--- src/rtl/tmds_pkg.sv ---
// Shared TMDS definitions: period modes, fixed control/guard symbols, popcount helper.
// Combinational only; no latency or flow control of its own.
package tmds_pkg;

  typedef enum logic [1:0] {
    MODE_CTRL  = 2'd0,
    MODE_VIDEO = 2'd1,
    MODE_GUARD = 2'd2,
    MODE_RSVD  = 2'd3
  } tmds_mode_e;

  localparam logic [9:0] CTRL_TOKEN_00 = 10'b1101010100;
  localparam logic [9:0] CTRL_TOKEN_01 = 10'b0010101011;
  localparam logic [9:0] CTRL_TOKEN_10 = 10'b0101010100;
  localparam logic [9:0] CTRL_TOKEN_11 = 10'b1010101011;

  localparam logic [9:0] GUARD_CH02 = 10'b1011001100;
  localparam logic [9:0] GUARD_CH1  = 10'b0100110011;

  // Stage-1 result handed to the DC-balance stage.
  typedef struct packed {
    logic [8:0] q_m;
    logic [3:0] n1q;
    tmds_mode_e mode;
    logic [1:0] ctrl;
  } qm_t;

  function automatic logic [3:0] popcount8(input logic [7:0] v);
    logic [3:0] n;
    n = '0;
    for (int i = 0; i < 8; i++) begin
      n = n + {3'b000, v[i]};
    end
    return n;
  endfunction

  function automatic logic [9:0] ctrl_token(input logic [1:0] c);
    logic [9:0] t;
    case (c)
      2'b00:   t = CTRL_TOKEN_00;
      2'b01:   t = CTRL_TOKEN_01;
      2'b10:   t = CTRL_TOKEN_10;
      default: t = CTRL_TOKEN_11;
    endcase
    return t;
  endfunction

endpackage

--- src/rtl/tmds_qm_stage.sv ---
// Stage 1: transition-minimised q_m and its ones count, registered with mode/ctrl.
// Latency 1 enabled cycle; holds everything while i_ce is low, no backpressure.
module tmds_qm_stage
  import tmds_pkg::*;
(
  input  logic       i_clk,
  input  logic       i_reset_n,
  input  logic       i_ce,
  input  logic [1:0] i_mode,
  input  logic [7:0] i_data,
  input  logic [1:0] i_ctrl,
  output qm_t        o_qm
);

  logic [3:0] w_n1;
  logic       w_use_xnor;
  logic [8:0] w_q_m;
  qm_t        r_qm;

  always_comb begin
    w_n1       = popcount8(i_data);
    w_use_xnor = (w_n1 > 4'd4) || ((w_n1 == 4'd4) && !i_data[0]);
    w_q_m      = '0;
    w_q_m[0]   = i_data[0];
    for (int i = 1; i < 8; i++) begin
      w_q_m[i] = w_use_xnor ? ~(w_q_m[i-1] ^ i_data[i]) : (w_q_m[i-1] ^ i_data[i]);
    end
    // q_m[8] tells the receiver which chain was used (1 = XOR).
    w_q_m[8] = ~w_use_xnor;
  end

  always_ff @(posedge i_clk or negedge i_reset_n) begin
    if (!i_reset_n) begin
      r_qm <= '{q_m: '0, n1q: '0, mode: MODE_CTRL, ctrl: 2'b00};
    end else if (i_ce) begin
      r_qm <= '{q_m: w_q_m, n1q: popcount8(w_q_m[7:0]), mode: tmds_mode_e'(i_mode), ctrl: i_ctrl};
    end
  end

  assign o_qm = r_qm;

endmodule

--- src/rtl/tmds_encoder.sv ---
// One-lane TMDS 8b/10b encoder: stage 1 transition minimisation, stage 2 DC balance.
// Latency 2 enabled cycles; all state including cnt and o_word holds while i_ce is low.
module tmds_encoder
  import tmds_pkg::*;
#(
  parameter int CHANNEL = 0
) (
  input  logic       i_clk,
  input  logic       i_reset_n,
  input  logic       i_ce,
  input  logic [1:0] i_mode,
  input  logic [7:0] i_data,
  input  logic [1:0] i_ctrl,
  output logic [9:0] o_word
);

  qm_t               w_qm;
  logic              w_q8;
  logic [7:0]        w_qm_byte;
  logic signed [5:0] w_d;
  logic signed [5:0] w_two_q8;
  logic signed [5:0] w_two_nq8;
  logic signed [5:0] w_cnt_nxt;
  logic [9:0]        w_word_nxt;
  logic signed [5:0] r_cnt;
  logic [9:0]        r_word;

  tmds_qm_stage u_qm_stage (
    .i_clk     (i_clk),
    .i_reset_n (i_reset_n),
    .i_ce      (i_ce),
    .i_mode    (i_mode),
    .i_data    (i_data),
    .i_ctrl    (i_ctrl),
    .o_qm      (w_qm)
  );

  always_comb begin
    w_q8       = w_qm.q_m[8];
    w_qm_byte  = w_qm.q_m[7:0];
    // d = ones - zeros of q_m[7:0] = 2*n1q - 8
    w_d        = $signed({1'b0, w_qm.n1q, 1'b0}) - 6'sd8;
    w_two_q8   = $signed({3'b000, w_q8, 1'b0});
    w_two_nq8  = $signed({3'b000, ~w_q8, 1'b0});
    w_word_nxt = ctrl_token(w_qm.ctrl);
    w_cnt_nxt  = 6'sd0;
    case (w_qm.mode)
      MODE_VIDEO: begin
        if ((r_cnt == 6'sd0) || (w_d == 6'sd0)) begin
          w_word_nxt = {~w_q8, w_q8, w_q8 ? w_qm_byte : ~w_qm_byte};
          w_cnt_nxt  = w_q8 ? (r_cnt + w_d) : (r_cnt - w_d);
        end else if (r_cnt[5] == w_d[5]) begin
          // Both nonzero with equal sign: invert to pull disparity back.
          w_word_nxt = {1'b1, w_q8, ~w_qm_byte};
          w_cnt_nxt  = r_cnt + w_two_q8 - w_d;
        end else begin
          w_word_nxt = {1'b0, w_q8, w_qm_byte};
          w_cnt_nxt  = r_cnt + w_d - w_two_nq8;
        end
      end
      MODE_GUARD: begin
        w_word_nxt = (CHANNEL == 1) ? GUARD_CH1 : GUARD_CH02;
      end
      default: begin
      end
    endcase
  end

  always_ff @(posedge i_clk or negedge i_reset_n) begin
    if (!i_reset_n) begin
      r_word <= CTRL_TOKEN_00;
      r_cnt  <= 6'sd0;
    end else if (i_ce) begin
      r_word <= w_word_nxt;
      r_cnt  <= w_cnt_nxt;
    end
  end

  assign o_word = r_word;

endmodule
--- config.mk ---
export PLATFORM = sky130hd
export DESIGN_NAME = tmds_encoder
export DESIGN_NICKNAME = d
export VERILOG_FILES = /design/src/rtl/tmds_pkg.sv /design/src/rtl/tmds_qm_stage.sv /design/src/rtl/tmds_encoder.sv
export SDC_FILE = /design/constraint.sdc
export NUM_CORES = 1
export LEC_CHECK = 0
export BUFFER_PORTS_ARGS = -buffer_cell sky130_fd_sc_hd__clkbuf_2
export CAP_MARGIN = 10
export CELL_PAD_IN_SITES_DETAIL_PLACEMENT = 1
export CELL_PAD_IN_SITES_GLOBAL_PLACEMENT = 2
export CORE_MARGIN = 8
export CORE_UTILIZATION = 42
export CTS_BUF_LIST = sky130_fd_sc_hd__clkbuf_2
export CTS_CLUSTER_DIAMETER = 80
export CTS_CLUSTER_SIZE = 14
export DETAILED_ROUTE_END_ITERATION = 10
export PLACE_DENSITY = 0.84
export SYNTH_ARGS = -nofsm -noshare
export SYNTH_HDL_FRONTEND = slang
export SYNTH_SLANG_ARGS = --single-unit
export TNS_END_PERCENT = 10
--- constraint.sdc ---
create_clock -name i_clk -period 5 [get_ports i_clk]
set_input_delay 1 -clock i_clk [delete_from_list [all_inputs] [get_ports i_clk]]
set_output_delay 1 -clock i_clk [all_outputs]
set_load 0.02 [all_outputs]
==> Yosys cells after proc, flatten, opt, wreduce, memory -nomap -nowiden <==
Index checks and enable logic that the tools add are counted.
W data, S select, Z words.
{ "word_totals": {"in_bits": 15, "elab_cells": 73, "rom_bits": 0, "mem_bits_rw": 0, "register_bits": 33, "output_inout_bits": 10, "latch_bits": 0, "n_memories": 0} }
{ "op_classes": {"addsub": 20, "bitwise": 17, "multipliers": 0, "eq_ne": 6, "n_shift": 0, "magnitude_cmp": 1, "n_reduce_logical": 7, "n_div": 0, "n_mux": 16} }
{ "ops": {"columns": ["op", "n"], "rows": [
  ["$add A4 B1 Y4", 12],
  ["$pmux W10 S3", 1],
  ["$mux W6", 4],
  ["$mux W10", 2],
  ["$pmux W10 S2", 1],
  ["$logic_not A6 Y1", 2],
  ["$sub A6 B6 Y6", 2],
  ["$not A1 Y1", 9],
  ["$mux W8", 1],
  ["$not A8 Y8", 1],
  ["$mux W1", 7],
  ["$xor A1 B1 Y1", 7],
  ["$add A6 B3 Y6", 1],
  ["$add A6 B6 Y6", 1],
  ["$sub A5 B4 Y6 const B", 1],
  ["$sub A6 B3 Y6", 1],
  ["$add A1 B1 Y2", 2],
  ["$eq A2 B1 Y1 const B", 2],
  ["$eq A2 B2 Y1 const B", 2],
  ["$eq A4 B3 Y1 const B", 1],
  ["$gt A4 B3 Y1 const B", 1],
  ["$logic_not A2 Y1", 1],
  ["$logic_or A1 B1 Y1", 2],
  ["$eq A1 B1 Y1", 1],
  ["2 further kinds", 2]
]} }

==> Longest topological paths before layout <==
{ "depth": {"depth_word": 30, "ltp_mapped": 23, "ltp_nobuf": 23} }

==> Modules after synthesis <==
A second synthesis with hierarchy kept.
{ "unflattened": {"cells_unflattened": 281, "hier_area_um2": 2776.4} }
{ "by_module_without_submodules": {"columns": ["mod", "area_each_um2", "cells_per_inst", "instances", "seq_area_each_um2"], "rows": [
  ["tmds_encoder", 1691.6, 192, 1, 381.6],
  ["tmds_qm_stage", 1084.8, 89, 1, 425.4]
]} }

==> Worst setup path before layout <==
No wires, ideal clock.
{ "synth_path": {"kind": "input port to flip-flop", "startpoint": "input i_data[0]", "endpoint": "register u_qm_stage.r_qm, in the netlist u_qm_stage.o_qm[6]", "t_arrival_ns": 6.218, "setup_time_ns": 0.132, "path_buffers": 0, "path_slack_ns": -1.351, "cell_stages": 23, "t_required_ns": 4.868, "cell_sequence": "ha_1 -> inv_1 -> fa_1 -> fa_1 -> inv_1 -> fa_1 -> fa_1 -> nor3b_1 -> o21ai_0 -> nand2_1 -> o21ai_2 -> xnor2_1 -> ha_1 -> inv_1 -> fa_1 -> inv_1 -> fa_1 -> inv_1 -> fa_1 -> fa_1 -> xnor2_1 -> nand2_1 -> o21ai_0"} }
{ "synth_via": {"elab_chain_len": 30, "word_cells_on_any_way": 40, "cone_classes": "14 x add/sub; 1 x order compare; 1 x eq/ne; 7 x mux; 14 x bitwise; 3 x reduce/logical"} }
{ "synth_lines": {"columns": ["element", "line", "source"], "rows": [
  ["start: declaration", "tmds_encoder.sv:12", "input logic [7:0] i_data,"],
  ["parallel branches: the longest is 10 deep, another holds $add A4 B1 Y4", null, null],
  ["$mux W1 *", "tmds_qm_stage.sv:26", "w_q_m[i] = w_use_xnor ? ~(w_q_m[i-1] ^ i_data[i]) : (w_q_m[i-1] ^ i_data[i]);"],
  ["via u_qm_stage.w_q_m[1]", "tmds_qm_stage.sv:17", "logic [8:0] w_q_m;"],
  ["parallel branches: the longest is 18 deep, another holds $add A4 B1 Y4", null, null],
  ["$add A4 B1 Y4 *", "tmds_pkg.sv:32", "n = n + {3'b000, v[i]};"],
  ["end signal: assignment", "tmds_qm_stage.sv:34", "r_qm <= '{q_m: '0, n1q: '0, mode: MODE_CTRL, ctrl: 2'b00};"],
  ["end signal: assignment", "tmds_qm_stage.sv:36", "r_qm <= '{q_m: w_q_m, n1q: popcount8(w_q_m[7:0]), mode: tmds_mode_e'(i_mode), ctrl: i_ctrl};"],
  ["end: declaration", "tmds_qm_stage.sv:18", "qm_t r_qm;"]
]} }
Mark *: on every way through the listed nets, which the timed path passes.
A chain may end at the register's enable or synchronous reset.

==> Final worst setup path <==
{ "layout_path": {"startpoint": "input i_data[0]", "endpoint": "register u_qm_stage.r_qm, in the netlist u_qm_stage.o_qm[5]"} }
The elaborated chain is that of the path after synthesis.

==> metrics.md <==
| Metric | Value |
|---|---|
| PnR worst setup slack | `-0.968 ns` |
| CP Class | `in -> reg` |
| Main synth FF type | `dfrtp_1` |
| Crit. Startpoint | `i_data[0]` |
| Clk sinks | `32` |
| PwrDens | `694 nW/µm²` |
| Synth area leader | `dfrtp_1` |
| GP Congestion | `0.841` |
| CP Buf/Inv Count | `6` |
| CP Capture Type | `register` |
| Die Wd | `95.2 µm` |
| Distinct cells, synth | `42` |
| Setup crit end | `u_qm_stage.o_qm[5]` |
| Unrepaired setup endpoints after global routing | `yes` |
| CTS tree | `built` |
| Ys async rst share | `1.00` |
| Hold Vio Cnt, Final | `0` |
| Total track usage | `0.151` |
| Critical path cell sequence | `clkbuf_8 -> ha_4 -> inv_2 -> fa_1 -> fa_1 -> inv_1 -> fa_2 -> fa_1 -> nor3b_2 -> o21ai_1 -> nand2_1 -> o21ai_4 -> xnor2_2 -> ha_1 -> inv_2 -> fa_1 -> inv_2 -> fa_1 -> inv_1 -> fa_2 -> fa_2 -> mux2i_1` |
| Pins Over Slew Limit | `0` |
| Mapped cell area | `roughly 2600 µm²` |
| Most frequent cells in the layout | `35 x inv_1, 29 x clkbuf_2, 28 x ha_1` |
| Pleak | `around 1.5 nW` |
| Net Count, Synth | `332` |
| Arrival time at the worst endpoint | `6.23 ns` |
| I/O Pins | `25` |
| Final setup fails | `4` |
| Slew of the pin with the lowest slew margin | `roughly 0.87 ns` |
| GRT overflow | `0` |
| Vias in the first global route | `2252` |
| Post-synth EDFFs | `0` |
| Post-synthesis sequential area ratio | `0.306` |
| ANT nets after route | `0` |
| Syn Area/Cell | `9.62 µm²` |
| WL final | `6240 µm` |
| Failing checks | `negative setup slack` |
| CP top delay family | `adder cells` |
| Max VDD drop | `0.000331 V` |
| Syn-to-layout area delta | `15.0%` |
| Fmax | `168 MHz` |
| Diode count | `0` |
| TritonCTS Buffers | `5` |
| TritonRoute pass-1 iters | `3` |
| Htree depth | `2` |
| Drt drc | `0` |
| Std cell rows | `29` |
| Fin crit share | `1.19` |
| Start point of the worst hold path | `o_word[8]` |
| Largest net degree at the start of global routing | `between 40 and 50` |
| PortBufs | `24` |
| Required @ worst endpoint | `~5.3 ns` |
| Vias per Instance | `5.09` |
| Fraction of layout cells with a size suffix above 1 | `0.228` |
| Synthesis-stage register bit count | `32` |
| Hold_buf cts | `0` |
| Critical path's slowest cell | `fa_1` |
| Setup Skew | `0.0282 ns` |
| Crit path largest cell delay | `~0.53 ns` |
| Drt wl/cell | `16.1 µm` |
| Status | `finished with violations` |
| Synth warn | `0` |
| Vert. Die Dim | `95.2 µm` |
| CTS Root Cell | `clkbuf_2` |
| Clk_lat worst skew | `0.38 ns` |
| Post-synth top area share | `0.256` |
| Max Cap Violations | `0` |
| Clk pin slew, worst setup/hold paths | `0.20 ns` |
| Die ar. | `9070 µm²` |
| HPWL Detailed | `around 5000 µm` |
| Main area contributors after synthesis | `dfrtp_1 26%, ha_1 14%, fa_1 11%` |
| Top cell by count, worst path | `fa_1` |
| Leading cell type in the layout, fill and taps excluded | `inv_1` |
| Via count | `1973` |
| Crit-path max FO | `2` |
| Setup slack, reg-to-reg | `2.04 ns` |
| Slew HR | `0.420` |
| Core Area | `6200 µm²` |
| Initial antenna violation count | `0` |
| Pre-CTS WS | `-1.47 ns` |
| Reg-to-Reg Start | `u_qm_stage.o_qm[16]` |
| Post CTS Setup Buffer Count | `0` |
| Net count reported at finish | `368` |
| Bufs on Longest Clock Path | `2` |
| Iter 0 DRT Violations | `46` |
| Startpoint Class | `input pin` |
| Worst R2R Path Depth | `10` |
| First-pass GRT wire length | `between 10000 and 15000 µm` |
| Starting Density | `0.425` |
| CP Depth | `22` |
| Gate Count Post-Synth | `~270` |
| Reg-to-Reg End | `r_cnt[5]` |
| Hold Path Class | `reg -> reg` |
| Min cycle time layout | `5.97 ns` |
| Final hold slack | `0.506 ns` |
[area by class of cell]
type	instances	area [µm²]
clock buffers	6	30.0
clock inverters	2	35.0
fillers	744	3170
inverters	38	143
multi-input cells	196	1700
flip-flops and latches	32	807
well taps	77	96.3
repair buffers	37	226
[logic make-up (layout without fill, tap and decap cells)]
kind of cell             count (synthesis)  count (layout)  synth area share
buffers and inverters                   46              83            0.0660
AO/OA/AOI/OAI                           52              52             0.119
XOR/XNOR                                31              31             0.120
AND/OR/NAND/NOR                         59              59            0.0949
multiplexers                            11              11            0.0508
adder cells (fa/ha/maj)                 43              43             0.244
flip-flops                              32              32             0.306
[repair_timing]
item | 4_1_cts | 5_1_grt
setup endpoints to repair | 4 | 4
pin swaps | 2 | 2
gates cloned | 0 | 0
gates resized for setup | 6 | 1
[worst min-delay path by stage]
stage                     slack (ns)  cells after the start                   to
after floorplan                 0.50                      2  u_qm_stage.o_qm[12]
after global placement          0.48                      2            o_word[9]
after detailed placement        0.48                      2            o_word[4]
after CTS                       0.51                      2            o_word[4]
after global routing            0.53                      2            o_word[8]
final                           0.51                      2            o_word[8]
[Yosys cell counts, drive strengths merged, types with 2 or more instances]
| library cell | instances |
|---|---|
| nand2 | 21 |
| a211oi | 2 |
| ha | 29 |
| inv | 38 |
| o22ai | 2 |
| xnor2 | 19 |
| a21o | 4 |
| nor2b | 2 |
| nand3 | 3 |
| clkbuf | 7 |
| mux2 | 6 |
| nor2 | 26 |
| dfstp | 5 |
| o21ai | 14 |
| fa | 14 |
| a21oi | 21 |
| xor2 | 11 |
| o21a | 2 |
| dfrtp | 27 |
| mux2i | 5 |
[worst register-to-register path: cells and delay by family, from the launching register on]
kind / cells / cell delay (ns)
compound gates: 4 / 0.72
xor+xnor: 1 / 0.14
fa+ha+maj: 2 / 0.98
buf+inv: 2 / 0.31
flops: 1 / 0.59
simple gates: 1 / 0.08
[power breakdown]
group          switching, mW  leakage, nW  internal, mW
Combinational          0.811         1.11         0.678
Clock                 0.0958       0.0430        0.0861
Sequential            0.0850        0.380         0.348
Total                  0.991         1.53          1.11
[layer usage]
metal,track usage,wire length (µm)
met1,0.183,2820
met2,0.262,3110
met3,0.0150,102
met4,0.0754,202
met5,0,0
[flip-flops by register name, summed over array words and instances, names as in the netlist]
name and cells:
u_qm_stage.o_qm 17, o_word 10, r_cnt 5
[metrics by stage]
step	instances	setup TNS [ns]	utilization	area (µm²)	power (mW)
finish	388	-3.06	0.489	3030	2.10
global route	388	-3.79	0.489	3030	2.35
CTS	388	-3.07	0.489	3030	2.13
detailed placement	380	-5.05	0.474	2940	1.94
global placement	380	-4.38	0.474	2940	1.87
floorplan	274	-3.79	-	2660	1.57
Power figures use the tool's default switching activity.
